===== src/rtl/alu_pkg.sv =====
// Shared encodings for the flag-setting ALU pipeline: opcodes, ARM condition
// codes, NZCV bit positions and the multiply sequencer states.
package alu_pkg;

    localparam logic [4:0] OP_AND = 5'h00;
    localparam logic [4:0] OP_EOR = 5'h01;
    localparam logic [4:0] OP_SUB = 5'h02;
    localparam logic [4:0] OP_RSB = 5'h03;
    localparam logic [4:0] OP_ADD = 5'h04;
    localparam logic [4:0] OP_ADC = 5'h05;
    localparam logic [4:0] OP_SBC = 5'h06;
    localparam logic [4:0] OP_RSC = 5'h07;
    localparam logic [4:0] OP_TST = 5'h08;
    localparam logic [4:0] OP_TEQ = 5'h09;
    localparam logic [4:0] OP_CMP = 5'h0A;
    localparam logic [4:0] OP_CMN = 5'h0B;
    localparam logic [4:0] OP_ORR = 5'h0C;
    localparam logic [4:0] OP_MOV = 5'h0D;
    localparam logic [4:0] OP_BIC = 5'h0E;
    localparam logic [4:0] OP_MVN = 5'h0F;
    localparam logic [4:0] OP_MUL = 5'h10;

    localparam logic [3:0] CC_EQ = 4'h0;
    localparam logic [3:0] CC_NE = 4'h1;
    localparam logic [3:0] CC_CS = 4'h2;
    localparam logic [3:0] CC_CC = 4'h3;
    localparam logic [3:0] CC_MI = 4'h4;
    localparam logic [3:0] CC_PL = 4'h5;
    localparam logic [3:0] CC_VS = 4'h6;
    localparam logic [3:0] CC_VC = 4'h7;
    localparam logic [3:0] CC_HI = 4'h8;
    localparam logic [3:0] CC_LS = 4'h9;
    localparam logic [3:0] CC_GE = 4'hA;
    localparam logic [3:0] CC_LT = 4'hB;
    localparam logic [3:0] CC_GT = 4'hC;
    localparam logic [3:0] CC_LE = 4'hD;
    localparam logic [3:0] CC_AL = 4'hE;
    localparam logic [3:0] CC_NV = 4'hF;

    localparam int FLAG_N = 3;
    localparam int FLAG_Z = 2;
    localparam int FLAG_C = 1;
    localparam int FLAG_V = 0;

    typedef enum logic [1:0] {
        IDLE     = 2'd0,
        MUL_BUSY = 2'd1,
        MUL_DONE = 2'd2
    } state_t;

endpackage


===== src/rtl/cond_check.sv =====
// ARM condition-field evaluator against an NZCV vector; the NV encoding never passes.
module cond_check
    import alu_pkg::*;
(
    input  logic [3:0] cond,
    input  logic [3:0] flags,
    output logic       pass
);

    logic n, z, c, v;

    assign n = flags[FLAG_N];
    assign z = flags[FLAG_Z];
    assign c = flags[FLAG_C];
    assign v = flags[FLAG_V];

    always_comb begin
        pass = 1'b0;
        case (cond)
            CC_EQ: pass = z;
            CC_NE: pass = !z;
            CC_CS: pass = c;
            CC_CC: pass = !c;
            CC_MI: pass = n;
            CC_PL: pass = !n;
            CC_VS: pass = v;
            CC_VC: pass = !v;
            CC_HI: pass = c && !z;
            CC_LS: pass = !c || z;
            CC_GE: pass = (n == v);
            CC_LT: pass = (n != v);
            CC_GT: pass = !z && (n == v);
            CC_LE: pass = z || (n != v);
            CC_AL: pass = 1'b1;
            default: pass = 1'b0;
        endcase
    end

endmodule


===== src/rtl/flag_alu_pipe.sv =====
// Registered ALU with condition evaluation, NZCV register and an iterative
// shift-add multiplier. One op per cycle except MUL, which stalls the input.
module flag_alu_pipe
    import alu_pkg::*;
#(
    parameter int WIDTH  = 32,
    parameter bit MUL_EN = 1'b1
) (
    input  logic             clk,
    input  logic             reset,
    input  logic             in_valid,
    output logic             in_ready,
    input  logic [3:0]       cond,
    input  logic [4:0]       opcode,
    input  logic             set_flags,
    input  logic [WIDTH-1:0] data1,
    input  logic [WIDTH-1:0] data2,
    output logic             out_valid,
    output logic [WIDTH-1:0] result,
    output logic             execute,
    output logic             wr_en,
    output logic [3:0]       flags
);

    localparam int CNT_W = (WIDTH > 1) ? $clog2(WIDTH) : 1;

    state_t           state;
    logic [3:0]       nzcv;
    logic             pass;
    logic             accept;
    logic [WIDTH-1:0] mcand, mplier, acc;
    logic [CNT_W-1:0] cnt;
    logic             mul_set;

    logic [WIDTH-1:0] op_a, op_b, lres, alu_res;
    logic             cin, arith;
    logic [WIDTH:0]   sum;
    logic [3:0]       new_nzcv;
    logic             mul_op, op_def, no_wb;

    cond_check u_cond (
        .cond  (cond),
        .flags (nzcv),
        .pass  (pass)
    );

    assign in_ready = reset && (state == IDLE);
    assign accept   = in_valid && in_ready;
    assign flags    = nzcv;

    assign mul_op = MUL_EN && (opcode == OP_MUL);
    assign op_def = (opcode <= OP_MVN) || mul_op;
    assign no_wb  = (opcode >= OP_TST) && (opcode <= OP_CMN);

    // Subtracts feed the inverted operand into the adder so C means "no borrow"
    // and V is judged on the adder's actual inputs.
    always_comb begin
        op_a  = data1;
        op_b  = data2;
        cin   = 1'b0;
        arith = 1'b0;
        lres  = '0;
        case (opcode)
            OP_AND, OP_TST: lres = data1 & data2;
            OP_EOR, OP_TEQ: lres = data1 ^ data2;
            OP_SUB, OP_CMP: begin arith = 1'b1; op_b = ~data2; cin = 1'b1; end
            OP_RSB: begin arith = 1'b1; op_a = data2; op_b = ~data1; cin = 1'b1; end
            OP_ADD, OP_CMN: arith = 1'b1;
            OP_ADC: begin arith = 1'b1; cin = nzcv[FLAG_C]; end
            OP_SBC: begin arith = 1'b1; op_b = ~data2; cin = nzcv[FLAG_C]; end
            OP_RSC: begin arith = 1'b1; op_a = data2; op_b = ~data1; cin = nzcv[FLAG_C]; end
            OP_ORR: lres = data1 | data2;
            OP_MOV: lres = data2;
            OP_BIC: lres = data1 & ~data2;
            OP_MVN: lres = ~data2;
            default: lres = '0;
        endcase
    end

    assign sum     = {1'b0, op_a} + {1'b0, op_b} + {{WIDTH{1'b0}}, cin};
    assign alu_res = arith ? sum[WIDTH-1:0] : lres;

    always_comb begin
        new_nzcv         = nzcv;
        new_nzcv[FLAG_N] = alu_res[WIDTH-1];
        new_nzcv[FLAG_Z] = (alu_res == '0);
        if (arith) begin
            new_nzcv[FLAG_C] = sum[WIDTH];
            new_nzcv[FLAG_V] = (op_a[WIDTH-1] == op_b[WIDTH-1]) &&
                               (sum[WIDTH-1] != op_a[WIDTH-1]);
        end
    end

    always_ff @(posedge clk or negedge reset) begin
        if (!reset) begin
            state     <= IDLE;
            nzcv      <= 4'b0000;
            result    <= '0;
            out_valid <= 1'b0;
            execute   <= 1'b0;
            wr_en     <= 1'b0;
            mcand     <= '0;
            mplier    <= '0;
            acc       <= '0;
            cnt       <= '0;
            mul_set   <= 1'b0;
        end else begin
            out_valid <= 1'b0;
            case (state)
                IDLE: begin
                    if (accept) begin
                        if (!op_def) begin
                            out_valid <= 1'b1;
                            execute   <= 1'b0;
                            wr_en     <= 1'b0;
                            result    <= '0;
                        end else if (!pass) begin
                            out_valid <= 1'b1;
                            execute   <= 1'b0;
                            wr_en     <= 1'b0;
                        end else if (mul_op) begin
                            state   <= MUL_BUSY;
                            mcand   <= data1;
                            mplier  <= data2;
                            acc     <= '0;
                            cnt     <= '0;
                            mul_set <= set_flags;
                        end else begin
                            out_valid <= 1'b1;
                            execute   <= 1'b1;
                            wr_en     <= !no_wb;
                            result    <= alu_res;
                            if (set_flags)
                                nzcv <= new_nzcv;
                        end
                    end
                end
                MUL_BUSY: begin
                    // Only the low WIDTH bits are kept, which is also correct for signed operands.
                    if (mplier[0])
                        acc <= acc + mcand;
                    mcand  <= mcand << 1;
                    mplier <= mplier >> 1;
                    cnt    <= cnt + 1'b1;
                    if (cnt == CNT_W'(WIDTH - 1))
                        state <= MUL_DONE;
                end
                MUL_DONE: begin
                    out_valid <= 1'b1;
                    execute   <= 1'b1;
                    wr_en     <= 1'b1;
                    result    <= acc;
                    if (mul_set) begin
                        nzcv[FLAG_N] <= acc[WIDTH-1];
                        nzcv[FLAG_Z] <= (acc == '0);
                    end
                    state <= IDLE;
                end
                default: state <= IDLE;
            endcase
        end
    end

endmodule


===== config.mk =====
export PLATFORM = sky130hd
export DESIGN_NAME = flag_alu_pipe
export DESIGN_NICKNAME = d
export VERILOG_FILES = /design/src/rtl/alu_pkg.sv /design/src/rtl/cond_check.sv /design/src/rtl/flag_alu_pipe.sv
export SDC_FILE = /design/constraint.sdc
export NUM_CORES = 1
export LEC_CHECK = 0
export ABC_AREA = 1
export BUFFER_PORTS_ARGS = -buffer_cell sky130_fd_sc_hd__clkbuf_2
export CORE_MARGIN = 1
export CORE_UTILIZATION = 55
export CTS_BUF_LIST = sky130_fd_sc_hd__clkbuf_16
export DETAILED_ROUTE_END_ITERATION = 10
export GPL_TIMING_DRIVEN = 0
export PLACE_DENSITY = 0.79
export SKIP_LAST_GASP = 1
export SLEW_MARGIN = 40
export SYNTH_ARGS = -nofsm -noshare
export SYNTH_HDL_FRONTEND = slang
export SYNTH_HIERARCHICAL = 1
export SYNTH_SLANG_ARGS = --single-unit

===== constraint.sdc =====
create_clock -name clk -period 2.7 [get_ports clk]
set_input_delay 0.27 -clock clk [delete_from_list [all_inputs] [get_ports clk]]
set_output_delay 0.27 -clock clk [all_outputs]
set_load 0.1 [all_outputs]

==> impl_metrics.yaml <==
timing:
  fin_crit_ps: 3140
  max_slew_margin: 0.467
  holdWs_ps: 67.2
  fmax_mhz: 319
  fin_crit_sh: 1.16
  rsz0062_at_grt: "true"
  finalSetupViolCount: 4
  maxSlewViolCount: 0
  layout_setup_ws_ps: -437
  hold_viol: 0
  fin_skew_ps: 11.5
  tightest_slew_ps: 797
yosys:
  syn-cell-area_um2: 13500
  synth-simple-area-share: 0.286
  synth_edf_count: 0
  synthAdderAreaFrac: 0.0937
  synth-seq-cells: 143
  syn_area_per_cell_um2: 6.36
  yosysSeqAreaShare: 0.266
  synth_fp_nets: 2292
  synth_top_family_by_area: "simple AND/OR/NAND/NOR gates"
  ys.flop_type: "dfrtp_1"
  muxShareOfSynthArea: 0
  synth_cells: 2116
  post_synth_num_cell_types: 52
  async_reset_ff_frac: 1.00
  synthXorXnorAreaFrac: 0.00651
  synth_compound_area_frac: 0.241
  yosysWarnings: 6
final_layout:
  most-common-layout-cells: "584 x nand2_1, 272 x inv_1, 197 x o21ai_0, 141 x dfrtp_1, 129 x a21oi_1"
  nets: 2474
  final_cells: 2629
  finalCoreUtilization: 0.688
  layout_commonest_cell: "nand2_1"
  fillers: 2101
  area_delta_synth_final_pct: 21.4
  drive_gt1_frac: 0.185
  n_antenna_cell: 0
route:
  drt_iter0_drc: 1939
  ant_nets: 0
  wl_mm: 50.3
  drcViolationCount: 0
  num_vias: 16000
  wl_per_cell_um: 19.1
  drtPass1Iterations: 6
  via_per_inst: 6.08
critical_path:
  r2r_end: "flags[2]"
  path_class: "primary input to register"
  r2r-start: "flags[1]"
  cp_max_fo: 7
  endpoint_kind: "register"
  worstSetupStartpointType: "primary input"
  required_ps: 3050
  reg2reg_depth: 15
  r2r_slack_ps: -420
  worstPathArrival_ps: 3490
clock_tree:
  cts_buffers: 17
  clk_pin_slew_ps: 60
  clock_path_buffers: 2
  cts_tree: "yes"
  cts_max_level: 4
  clkLatencyLatePin_ps: 430
  cts.sink_count: 143
  root_buffer: "clkbuf_16"
run_status:
  run_status: "complete, but fails checks"
  violations: "setup timing"
pwr:
  p_leak_nw: 8.44
  p_per_area_nw_per_um2: 874
  power_w: 0.0143
  max-vdd-ir-drop_v: 0.00102
min_path:
  hold_depth: 2
  hold_class: "primary input to register"
  hold_path_end: "wr_en"
  hold_path.startpoint: "opcode[3]"
placed_design:
  place_inst: 2552
  gp_congestion: 0.979
  portBuffers: 115
  dp.final_hpwl_mm: 38.7
  dpl_worst_slack_ps: -1410
die:
  coreArea_um2: 23800
  dieArea_um2: 25100
  io_pins: 117
  die_width_um: 158
  die_y_um: 158
  start_util: 0.567
  std_cell_rows: 56
grt:
  antenna_found_initial: 0
  grt_pass1_wl_mm: 74.6
  grt_max_degree: 63
  grt_pass1_vias: 14200
  grt_usage: 0.392
  grt_overflow: 0
job:
  cap_violations: 0
layout make-up:
cell class	instances	area (µm²)	share of cell area
inverter	287	1080	0.0664
clock buffer	17	425	0.0260
sequential	143	3580	0.219
timing repair buffer	164	1090	0.0670
tap	319	399	0.0244
buffer	79	478	0.0292
clock inverter	14	145	0.00888
multi-input combinational	1606	9140	0.559
sequential cells by signal, indices dropped and copies added (netlist names):
| register | flops |
|---|---|
| cnt | 5 |
| flags | 4 |
| out_valid | 1 |
| result | 32 |
| mplier | 32 |
| acc | 32 |
| wr_en | 1 |
| state | 2 |
| mcand | 32 |
| execute | 1 |
| mul_set | 1 |
synth_stat cells (2+ instances only):
cell / count / area (µm²)
o22ai_1: 16 / 100
inv_2: 5 / 18.8
nand3b_1: 15 / 113
nand2_2: 5 / 31.3
o21ai_1: 66 / 330
clkbuf_1: 41 / 154
ha_1: 96 / 1200
nor2_2: 2 / 12.5
xnor2_1: 5 / 43.8
fa_1: 3 / 60.1
buf_4: 3 / 22.5
buf_1: 3 / 11.3
and3_1: 2 / 12.5
nor4_1: 4 / 25.0
a21oi_1: 148 / 741
xor2_1: 5 / 43.8
o221ai_1: 36 / 315
nand4_1: 15 / 93.8
a2bb2oi_1: 31 / 272
a21o_1: 3 / 22.5
or2_2: 4 / 25.0
buf_2: 29 / 145
inv_1: 278 / 1040
buf_6: 3 / 33.8
a31oi_1: 5 / 31.3
nand3_1: 100 / 500
nor2_1: 128 / 480
nor3_1: 18 / 90.1
dfrtp_1: 143 / 3580
o21bai_1: 7 / 52.6
a211oi_1: 3 / 22.5
o2111ai_1: 2 / 17.5
a32o_1: 3 / 30.0
o21ai_0: 198 / 991
clkinv_1: 4 / 15.0
o21a_1: 5 / 37.5
a21boi_0: 2 / 15.0
o211ai_1: 26 / 195
nor2_4: 2 / 22.5
nand2_1: 640 / 2400
per-layer routing:
| metal | up-vias | global-route usage | part of all wire |
|---|---|---|---|
| li1 | 7433 | - | - |
| met1 | 7488 | 0.522 | 0.42 |
| met2 | 915 | 0.632 | 0.45 |
| met3 | 157 | 0.0610 | 0.088 |
| met4 | 0 | 0.163 | 0.041 |
| met5 | - | 0 | 0 |
logic make-up (layout without fill, tap and decap cells):
logic type      after synthesis  in the layout
simple gates                939            939
compound gates              558            558
buf+inv                     367            561
flops                       143            143
fa+ha+maj                    99             99
xor+xnor                     10             10
timing repair:
action,in CTS,in global routing
endpoints found under the setup margin,33,120
gates resized for setup,61,168
hold buffers,2,0
buffers inserted,16,26
pin swaps,24,56
hold endpoints to repair,26,0
cloned,2,1
power breakdown:
group	internal [W]	leakage [nW]	switching, W
Clock	0.00135	0.278	0.000986
Sequential	0.00293	1.70	0.000773
Combinational	0.00249	6.46	0.00576
Total	0.00677	8.44	0.00752
worst max-delay path by stage:
stage               startpoint        to  slack (ps)  depth (start not counted)
floorplan            opcode[4]  flags[2]        -190                         26
global placement         reset  flags[2]       -2280                         10
detailed placement   opcode[4]  flags[2]       -1410                         25
CTS                   flags[1]  flags[2]        -350                         18
global route         opcode[2]  flags[2]        -510                         23
finish               opcode[4]  flags[2]        -440                         23
critical path, stage by stage:
cell and delay [ps]:
buf_12 120, inv_2 100, nand3_4 100, nor2_4 140, inv_4 70, nand2_8 120
buf_8 130, o221ai_1 110, ha_1 380, nand2_2 150, inv_1 60, nand2_1 100
nand3_2 120, or2_2 290, nand3_1 130, nand2_2 110, nor2_1 150, nand3_1 90
nor2_1 120, nand3_1 140, nor2_2 130, nand3_2 180, a21oi_2 180
metrics by stage:
stage | setup TNS (ps) | cell area (µm²)
CTS | -479 | 15600
global route | -1690 | 16300
floorplan | -229 | 13500
global placement | -437540 | 14500
detailed placement | -27440 | 14600
finish | -552 | 16300
No activity file was read; power rests on OpenSTA's default activity.
